File: src/rtl/shift_reg_engine_pkg.sv
// Shared types and opcode helpers for the parametrised shift/rotate engine.
package shift_reg_engine_pkg;

  typedef enum logic [2:0] {
    OpNop   = 3'd0,
    OpLoad  = 3'd1,
    OpShl   = 3'd2,
    OpShr   = 3'd3,
    OpRol   = 3'd4,
    OpRor   = 3'd5,
    OpAsr   = 3'd6,
    OpClear = 3'd7
  } shift_op_e;

  typedef enum logic [0:0] {
    StIdle  = 1'b0,
    StShift = 1'b1
  } shift_state_e;

  function automatic logic is_rotate(shift_op_e op);
    return op inside {OpRol, OpRor};
  endfunction

  function automatic logic is_shift(shift_op_e op);
    return op inside {OpShl, OpShr, OpRol, OpRor, OpAsr};
  endfunction

endpackage

File: src/rtl/shift_reg_engine_if.sv
// Command handshake and data bus of the shift engine.
interface shift_reg_engine_if #(
  parameter int unsigned WIDTH = 8
);
  localparam int unsigned AMT_W = $clog2(WIDTH + 1);

  logic             cmd_valid;
  logic             cmd_ready;
  logic [2:0]       cmd_op;
  logic [AMT_W-1:0] cmd_amt;
  logic             cmd_fill;
  logic [WIDTH-1:0] d_in;
  logic [WIDTH-1:0] d_out;
  logic             busy;
  logic             done;

  modport master (
    output cmd_valid, cmd_op, cmd_amt, cmd_fill, d_in,
    input  cmd_ready, d_out, busy, done
  );

  modport slave (
    input  cmd_valid, cmd_op, cmd_amt, cmd_fill, d_in,
    output cmd_ready, d_out, busy, done
  );
endinterface

File: src/rtl/shift_reg_engine_step_unit.sv
// Combinational single-step shifter: moves data by s bits (0..STEP) for the given op.
module shift_step_unit
  import shift_reg_engine_pkg::*;
#(
  parameter int unsigned WIDTH = 8,
  parameter int unsigned AMT_W = $clog2(WIDTH + 1)
) (
  input  logic [WIDTH-1:0] data,
  input  shift_op_e        op,
  input  logic             fill,
  input  logic [AMT_W-1:0] s,
  output logic [WIDTH-1:0] result
);
  localparam logic [WIDTH-1:0] Ones = '1;

  // Rotates never see s == WIDTH, so s_inv stays in 1..WIDTH and s == 0 wraps nothing.
  logic [AMT_W-1:0] s_inv;
  assign s_inv = AMT_W'(WIDTH) - s;

  always_comb begin
    result = data;
    case (op)
      OpShl:   result = (data << s) | ({WIDTH{fill}} & ~(Ones << s));
      OpShr:   result = (data >> s) | ({WIDTH{fill}} & ~(Ones >> s));
      OpRol:   result = (data << s) | (data >> s_inv);
      OpRor:   result = (data >> s) | (data << s_inv);
      OpAsr:   result = $unsigned($signed(data) >>> s);
      default: result = data;
    endcase
  end
endmodule

File: src/rtl/shift_reg_engine.sv
// Multi-cycle shift/rotate register with valid/ready command handshake and done pulse.
module shift_reg_engine
  import shift_reg_engine_pkg::*;
#(
  parameter int unsigned WIDTH = 8,
  parameter int unsigned STEP  = 1
) (
  input logic              clk,
  input logic              reset,
  shift_reg_engine_if.slave bus
);
  localparam int unsigned      AMT_W    = $clog2(WIDTH + 1);
  localparam logic [AMT_W-1:0] WidthAmt = AMT_W'(WIDTH);
  localparam logic [AMT_W-1:0] StepAmt  = AMT_W'(STEP);

  shift_state_e     state_q, state_d;
  shift_op_e        op_q, op_d, cmd_op;
  logic [WIDTH-1:0] data_q, data_d, step_data;
  logic [AMT_W-1:0] rem_q, rem_d, amt_eff, step_amt;
  logic             fill_q, fill_d;
  logic             done_q, done_d;

  assign cmd_op = shift_op_e'(bus.cmd_op);

  // Logical/arithmetic shifts saturate at WIDTH; rotates wrap modulo WIDTH.
  always_comb begin
    if (is_rotate(cmd_op)) begin
      amt_eff = bus.cmd_amt % WidthAmt;
    end else begin
      amt_eff = (bus.cmd_amt > WidthAmt) ? WidthAmt : bus.cmd_amt;
    end
  end

  assign step_amt = (rem_q > StepAmt) ? StepAmt : rem_q;

  shift_step_unit #(
    .WIDTH (WIDTH),
    .AMT_W (AMT_W)
  ) u_step (
    .data   (data_q),
    .op     (op_q),
    .fill   (fill_q),
    .s      (step_amt),
    .result (step_data)
  );

  always_comb begin
    state_d = state_q;
    op_d    = op_q;
    data_d  = data_q;
    rem_d   = rem_q;
    fill_d  = fill_q;
    done_d  = 1'b0;
    unique case (state_q)
      StIdle: begin
        if (bus.cmd_valid) begin
          op_d   = cmd_op;
          fill_d = bus.cmd_fill;
          if (is_shift(cmd_op) && (amt_eff != '0)) begin
            state_d = StShift;
            rem_d   = amt_eff;
          end else begin
            done_d = 1'b1;
            if (cmd_op == OpLoad) begin
              data_d = bus.d_in;
            end else if (cmd_op == OpClear) begin
              data_d = '0;
            end
          end
        end
      end
      StShift: begin
        data_d = step_data;
        rem_d  = rem_q - step_amt;
        if (rem_q == step_amt) begin
          state_d = StIdle;
          done_d  = 1'b1;
        end
      end
      default: state_d = StIdle;
    endcase
  end

  always_ff @(posedge clk) begin
    if (reset) begin
      state_q <= StIdle;
      op_q    <= OpNop;
      data_q  <= '0;
      rem_q   <= '0;
      fill_q  <= 1'b0;
      done_q  <= 1'b0;
    end else begin
      state_q <= state_d;
      op_q    <= op_d;
      data_q  <= data_d;
      rem_q   <= rem_d;
      fill_q  <= fill_d;
      done_q  <= done_d;
    end
  end

  assign bus.cmd_ready = (state_q == StIdle);
  assign bus.busy      = (state_q == StShift);
  assign bus.done      = done_q;
  assign bus.d_out     = data_q;
endmodule

File: src/flat_wrapper.sv
// flat-port wrapper written by rule: the top's interface ports become plain ports
module shift_reg_engine_flat import shift_reg_engine_pkg::*;
#(
  parameter int unsigned WIDTH = 8,
  parameter int unsigned STEP  = 1
)
  (clk, reset, bus_cmd_valid, bus_cmd_op, bus_cmd_amt, bus_cmd_fill, bus_d_in, bus_cmd_ready, bus_d_out, bus_busy, bus_done);
  shift_reg_engine_if #(.WIDTH(WIDTH)) bus_i ();
  input logic clk;
  input logic reset;
  input wire logic [$bits(bus_i.cmd_valid)-1:0] bus_cmd_valid;
  input wire logic [$bits(bus_i.cmd_op)-1:0] bus_cmd_op;
  input wire logic [$bits(bus_i.cmd_amt)-1:0] bus_cmd_amt;
  input wire logic [$bits(bus_i.cmd_fill)-1:0] bus_cmd_fill;
  input wire logic [$bits(bus_i.d_in)-1:0] bus_d_in;
  output wire logic [$bits(bus_i.cmd_ready)-1:0] bus_cmd_ready;
  output wire logic [$bits(bus_i.d_out)-1:0] bus_d_out;
  output wire logic [$bits(bus_i.busy)-1:0] bus_busy;
  output wire logic [$bits(bus_i.done)-1:0] bus_done;
  assign bus_i.cmd_valid = bus_cmd_valid;
  assign bus_i.cmd_op = bus_cmd_op;
  assign bus_i.cmd_amt = bus_cmd_amt;
  assign bus_i.cmd_fill = bus_cmd_fill;
  assign bus_i.d_in = bus_d_in;
  assign bus_cmd_ready = bus_i.cmd_ready;
  assign bus_d_out = bus_i.d_out;
  assign bus_busy = bus_i.busy;
  assign bus_done = bus_i.done;
  shift_reg_engine #(.WIDTH(WIDTH), .STEP(STEP)) u_core (.clk(clk), .reset(reset), .bus(bus_i));
endmodule
File: config.mk
export PLATFORM = sky130hd
export DESIGN_NAME = shift_reg_engine_flat
export DESIGN_NICKNAME = d
export VERILOG_FILES = /design/src/rtl/shift_reg_engine_pkg.sv /design/src/rtl/shift_reg_engine_if.sv /design/src/rtl/shift_reg_engine_step_unit.sv /design/src/rtl/shift_reg_engine.sv /design/src/flat_wrapper.sv
export SDC_FILE = /design/constraint.sdc
export NUM_CORES = 1
export LEC_CHECK = 0
export ABC_CLOCK_PERIOD_IN_PS = 3900
export BUFFER_PORTS_ARGS = -buffer_cell sky130_fd_sc_hd__buf_4
export CELL_PAD_IN_SITES_DETAIL_PLACEMENT = 0
export CELL_PAD_IN_SITES_GLOBAL_PLACEMENT = 1
export CORE_MARGIN = 2
export CORE_UTILIZATION = 27
export CTS_BUF_LIST = sky130_fd_sc_hd__clkbuf_16
export DETAILED_ROUTE_END_ITERATION = 12
export PLACE_DENSITY_LB_ADDON = 0.1
export SYNTH_ARGS = -nofsm -noshare
export SYNTH_HDL_FRONTEND = slang
export SYNTH_SLANG_ARGS = --single-unit
File: constraint.sdc
create_clock -name clk -period 3.9 [get_ports clk]
set_clock_uncertainty 0.1 [all_clocks]
set_input_delay 0.585 -clock clk [delete_from_list [all_inputs] [get_ports clk]]
set_output_delay 0.585 -clock clk [all_outputs]
set_load 0.02 [all_outputs]
### Word level (Yosys, flattened, before mapping)

Index checks and enable logic that the tools add are counted.

* bits in registers: 18
* input port bits: 19
* output and inout bits: 11
* logic and storage cells: 71

* add/sub/neg operators: 2
* magnitude comparators: 2
* eq/ne operators: 18
* shifts and indexed selects: 7
* multiplexer cells: 20
* bitwise logic cells: 9
* reductions and logical operators: 7

Operators by type and width (number)
* one-hot mux 8 bit (5 select lines): 1
* 2-to-1 mux 8 bit: 4
* OR 8 bit: 4
* == test 3 bit (second input constant): 7
* 2-to-1 mux 4 bit: 5
* bitwise AND 8 bit: 2
* NOT 8 bit: 2
* one-hot mux 8 bit (2 select lines): 1
* << shifter 8 x 4 -> 8 bit: 2
* >> shifter 8 x 4 -> 8 bit: 2
* == test 3 x 2 -> 1 bit (second input constant): 4
* one-hot mux 4 bit (2 select lines): 1
* << shifter 8 x 4 -> 8 bit (first input constant): 1
* >> shifter 8 x 4 -> 8 bit (first input constant): 1
* >>> shifter 8 x 4 -> 8 bit: 1
* 2-to-1 mux 1 bit: 6
* inequality test 6 bit (second input constant): 1
* nonzero test 5 bit: 1
* == test 4 bit: 1
* greater-than comparator 4 x 1 -> 1 bit (second input constant): 1
* greater-than comparator 4 bit (second input constant): 1
* inequality test 2 bit (second input constant): 2
* one-hot mux 1 bit (2 select lines): 2
* AND reduction 2 bit: 2
* 10 further kinds: 10

### Longest topological paths before layout

* word-level depth: 8
* mapped depth: 12
* gate-level depth less buffers: 9

### Hierarchy

A second synthesis with hierarchy kept.

* cell total of the unflattened synthesis: 334
* area total of the unflattened synthesis: 2580.0 um2

Modules (own cells, without submodules)
* shift_step_unit: times used 1, cells an instance 231, area an instance 1662.8 um2, seq. area each 0.0 um2
* shift_reg_engine: times used 1, cells an instance 103, area an instance 917.1 um2, seq. area each 360.3 um2

### Least setup slack after synthesis

Ideal clock, no wire load.

* kind: flip-flop to flip-flop
* start point: reg u_core.rem_q[1]
* end point: reg u_core.data_q[3] (netlist: u_core.bus.d_out[3])
* arrival: 2825 ps
* setup slack: 887 ps
* cell stages (with the launch flop): 11
* buffers on the path: 2
* clock period less this slack: 3013 ps
* path through: dfxtp_1 -> or4_4 -> buf_6 -> clkinv_8 -> buf_2 -> ha_1 -> ha_1 -> nor4b_1 -> a221oi_2 -> a311o_1 -> a311oi_2

* cells in the longest elaborated chain, start to end: 8
* elaborated cells on any way between the ends: 20
* those cells by class: add/sub: 1; order compare: 1; shift: 7; mux: 3; bitwise: 8

Ends and longest elaborated chain
* start: declaration: line shift_reg_engine.sv:19 `logic [AMT_W-1:0] rem_q, rem_d, amt_eff, step_amt;`
* start signal: assignment: line shift_reg_engine.sv:96 `rem_q <= rem_d;`
* greater-than comparator 4 x 1 -> 1 bit: line shift_reg_engine.sv:34 `assign step_amt = (rem_q > StepAmt) ? StepAmt : rem_q;`
* 2-to-1 mux 4 bit (*): line shift_reg_engine.sv:34
* parallel branches: the longest is 4 deep, another holds subtractor 4 bit
* one-hot mux 8 bit (5 select lines) (*): line shift_reg_engine_step_unit.sv:22 `case (op)`
* one-hot mux 8 bit (2 select lines) (*): line shift_reg_engine.sv:54 `unique case (state_q)`
* end signal: assignment: line shift_reg_engine.sv:95 `data_q <= data_d;`
* end: declaration: line shift_reg_engine.sv:18 `logic [WIDTH-1:0] data_q, data_d, step_data;`

Mark *: on every way between the ends.
A chain may end at the register's enable or synchronous reset.

### Final worst setup path

Ends and elaborated chain as after synthesis.

==> metrics.md <==
| Metric | Value |
|---|---|
| Die span in x | about 83 µm |
| Synthesized cell area | approximately 1700 µm² |
| DR DRC count | 0 |
| Core ar. | ~6000 µm² |
| Antenna cells | 0 |
| Routed via count | about 1700 |
| Critical path data required time | a little under 4000 ps |
| Sequential element share of the synthesized area | 21.2% |
| Total Routed Length | approximately 5500 µm |
| Async S/R FF share, synth | 0% |
| Site Rows | 28 |
| Synth area leader | dfxtp_1 |
| Total die area | 6940 µm² |
| Area contributors post-synth | dfxtp_1 (21%), mux2i_1 (7.1%), mux2_2 (6.0%) |
| H-tree levels | 1 |
| Total Routing Usage GR | between 10% and 20% |
| CP Capture Type | flip-flop |
| Fillers | 654 |
| TritonCTS Buffers | 3 |
| Fmax | approximately 300 MHz |
| Clock Latency Late Sink | 250 ps |
| Max-Cap Viols | 0 |
| Hold WS | 470 ps |
| CP Class | reg -> reg |
| Sink Count | 18 |
| Number of antenna violations at the first check in global routing | 0 |
| Largest net degree at the start of global routing | 19 |
| Initial Util | between 20% and 30% |
| Clock buffer depth | 2 |
| Worst setup SP type | flip-flop |
| Port-buffer cells | 29 |
| Share of the synthesized area in the top cell type | 21.2% |
| Post-DRT Antenna Nets | 0 |
| Worst-path clk slew | roughly 60 ps |
| Crit-path max FO | 18 |
| Detailed-route vias per instance | approximately 5.6 |
| Rel. slew slack | roughly three fifths |
| Fraction of layout cells with a size suffix above 1 | between 20% and 30% |
| Height of the chip | roughly 83 µm |
| RSZ-0062 raised after global routing | no |
| Post-CTS setup buffers | 0 |
| Clk root buf | clkbuf_16 |
| DRT Pass-1 Iters | 4 |
| Prevailing post-synth register cell | dfxtp_1 |
| Vias in the first global route | roughly 1600 |
| Crit path time final | ~3400 ps |
| Util after Layout | roughly a third |
| GP Congestion | roughly 0.83 |
| Hold-fix buffers, CTS | 0 |
| Arrival time at the worst endpoint | about 3400 ps |
| Final cell count without fillers | slightly above 300 |
| Flip-flop and latch count after synthesis | 18 |
| Number of enable flip-flop cells after synthesis | 0 |
| Power Dens Cells | about 360 nW/µm² |
| Final hold vios | 0 |
| First-pass GRT wire length | roughly 8900 µm |
| YS warnings | 0 |
| Final count of pins violating max slew | 0 |
| Peak VDD IR | 0.000207 V |
| CTS tree | built |
| Wire per inst | around 18 µm |
| Final net count | about 260 |
| Slew at the pin with the worst max-slew slack | about 600 ps |
| Hold/Removal Path Class | in -> reg |
| Synth unique cells | 55 |
| Setup TNS | 0 ps |
| Commonest non-fill, non-tap cells in the layout | buf_4 (32), nand2_1 (23), nor2_1 (20) |
| Layout area overhead | 20.1% |
| Leak | about 0.80 nW |
| Avg Cell Area, Syn | 7.90 µm² |
| Ratio of final minimum period to clock period | 86.3% |
| Placed Cells | just over 300 |
| I/O pin total | 30 |
| Syn Inst Count | 215 |
| DR iter-0 viols | between 150 and 200 |
| DP HPWL | about 4000 µm |
| Total grt overflow | 0 |
| Final setup violation count | 0 |
| Run status | finished clean |
| Commonest non-fill, non-tap cell in the layout | buf_4 |
| Post-CTS Resized | 0 |
where the power goes:
group	switching, mW	leakage, nW	internal, mW	total [mW]
Combinational	0.165	0.612	0.117	0.282
Clock	0.0804	0.0385	0.137	0.217
Sequential	0.0350	0.147	0.199	0.234
final cells by class:
type                            count  area, µm²  area share [%]
Inverter                            9       46.3            2.27
Sequential cell                    18        360            17.7
Timing Repair Buffer               32        240            11.8
Tap cell                           75       93.8            4.60
Multi-Input combinational cell    172       1220            59.8
Clock inverter                      1       3.75           0.184
Clock buffer                        3       75.1            3.68
cell usage after synthesis, drive strengths merged, types with 3 or more instances:
cell and instances:
a2111oi 3, a211oi 5, a21oi 12, a221oi 4
a311oi 6, buf 5, clkbuf 13, dfxtp 18
ha 6, inv 8, mux2 9, mux2i 12
nand2 23, nand2b 3, nand3b 5, nor2 20
nor2b 3, nor3 4, nor3b 4, o21ai 7
critical path: stages, from the launching register on:
cell,delay (ps)
dfxtp_1,360
or4_4,680
clkinv_8,150
ha_1,170
ha_1,380
nor4b_1,510
and2_1,240
a31oi_1,100
a311o_1,370
a311oi_2,220
sequential cells by signal, summed over array words and instances (netlist names):
name	count
u_core.bus.done	1
u_core.fill_q	1
u_core.rem_q	4
u_core.op_q	3
u_core.bus.d_out	8
u_core.bus.busy	1
path summary, 6_finish.rpt:
check	startpoint	to	slack, ps	cells after the start
max	u_core.rem_q[1]	u_core.bus.d_out[3]	540	9
min	bus_cmd_fill	u_core.fill_q	470	3
max reg2reg	u_core.rem_q[1]	u_core.bus.d_out[3]	540	9
min reg2reg	u_core.rem_q[2]	u_core.rem_q[2]	500	2
metrics by stage:
stage / instance area (µm²) / worst slack [ps] / power (mW)
global placement: 1960 / 663 / 0.522
finish: 2040 / 536 / 0.733
floorplan: 1710 / 887 / 0.439
global route: 2040 / 358 / 0.781
detailed placement: 1960 / 564 / 0.518
CTS: 2040 / 555 / 0.740
cell families (layout without fill, tap and decap cells):
group / after synthesis / in the layout / synth area share (%)
adder cells (fa/ha/maj): 6 / 6 / 4.42
multiplexers: 23 / 23 / 15.7
flip-flops: 18 / 18 / 21.2
AO/OA/AOI/OAI: 60 / 60 / 26.6
AND/OR/NAND/NOR: 77 / 77 / 23.3
other: 2 / 4 / 0.442
buffers and inverters: 27 / 45 / 7.36
XOR/XNOR: 2 / 2 / 1.03
per-layer routing:
metal	vias up	track usage, %	part of all wire [%]
li1	846	-	-
met1	820	21.2	47
met2	48	27.1	48
met3	7	2.29	4.1
met4	0	3.87	1.7
met5	-	0	0
Power figures use the tool's default switching activity.
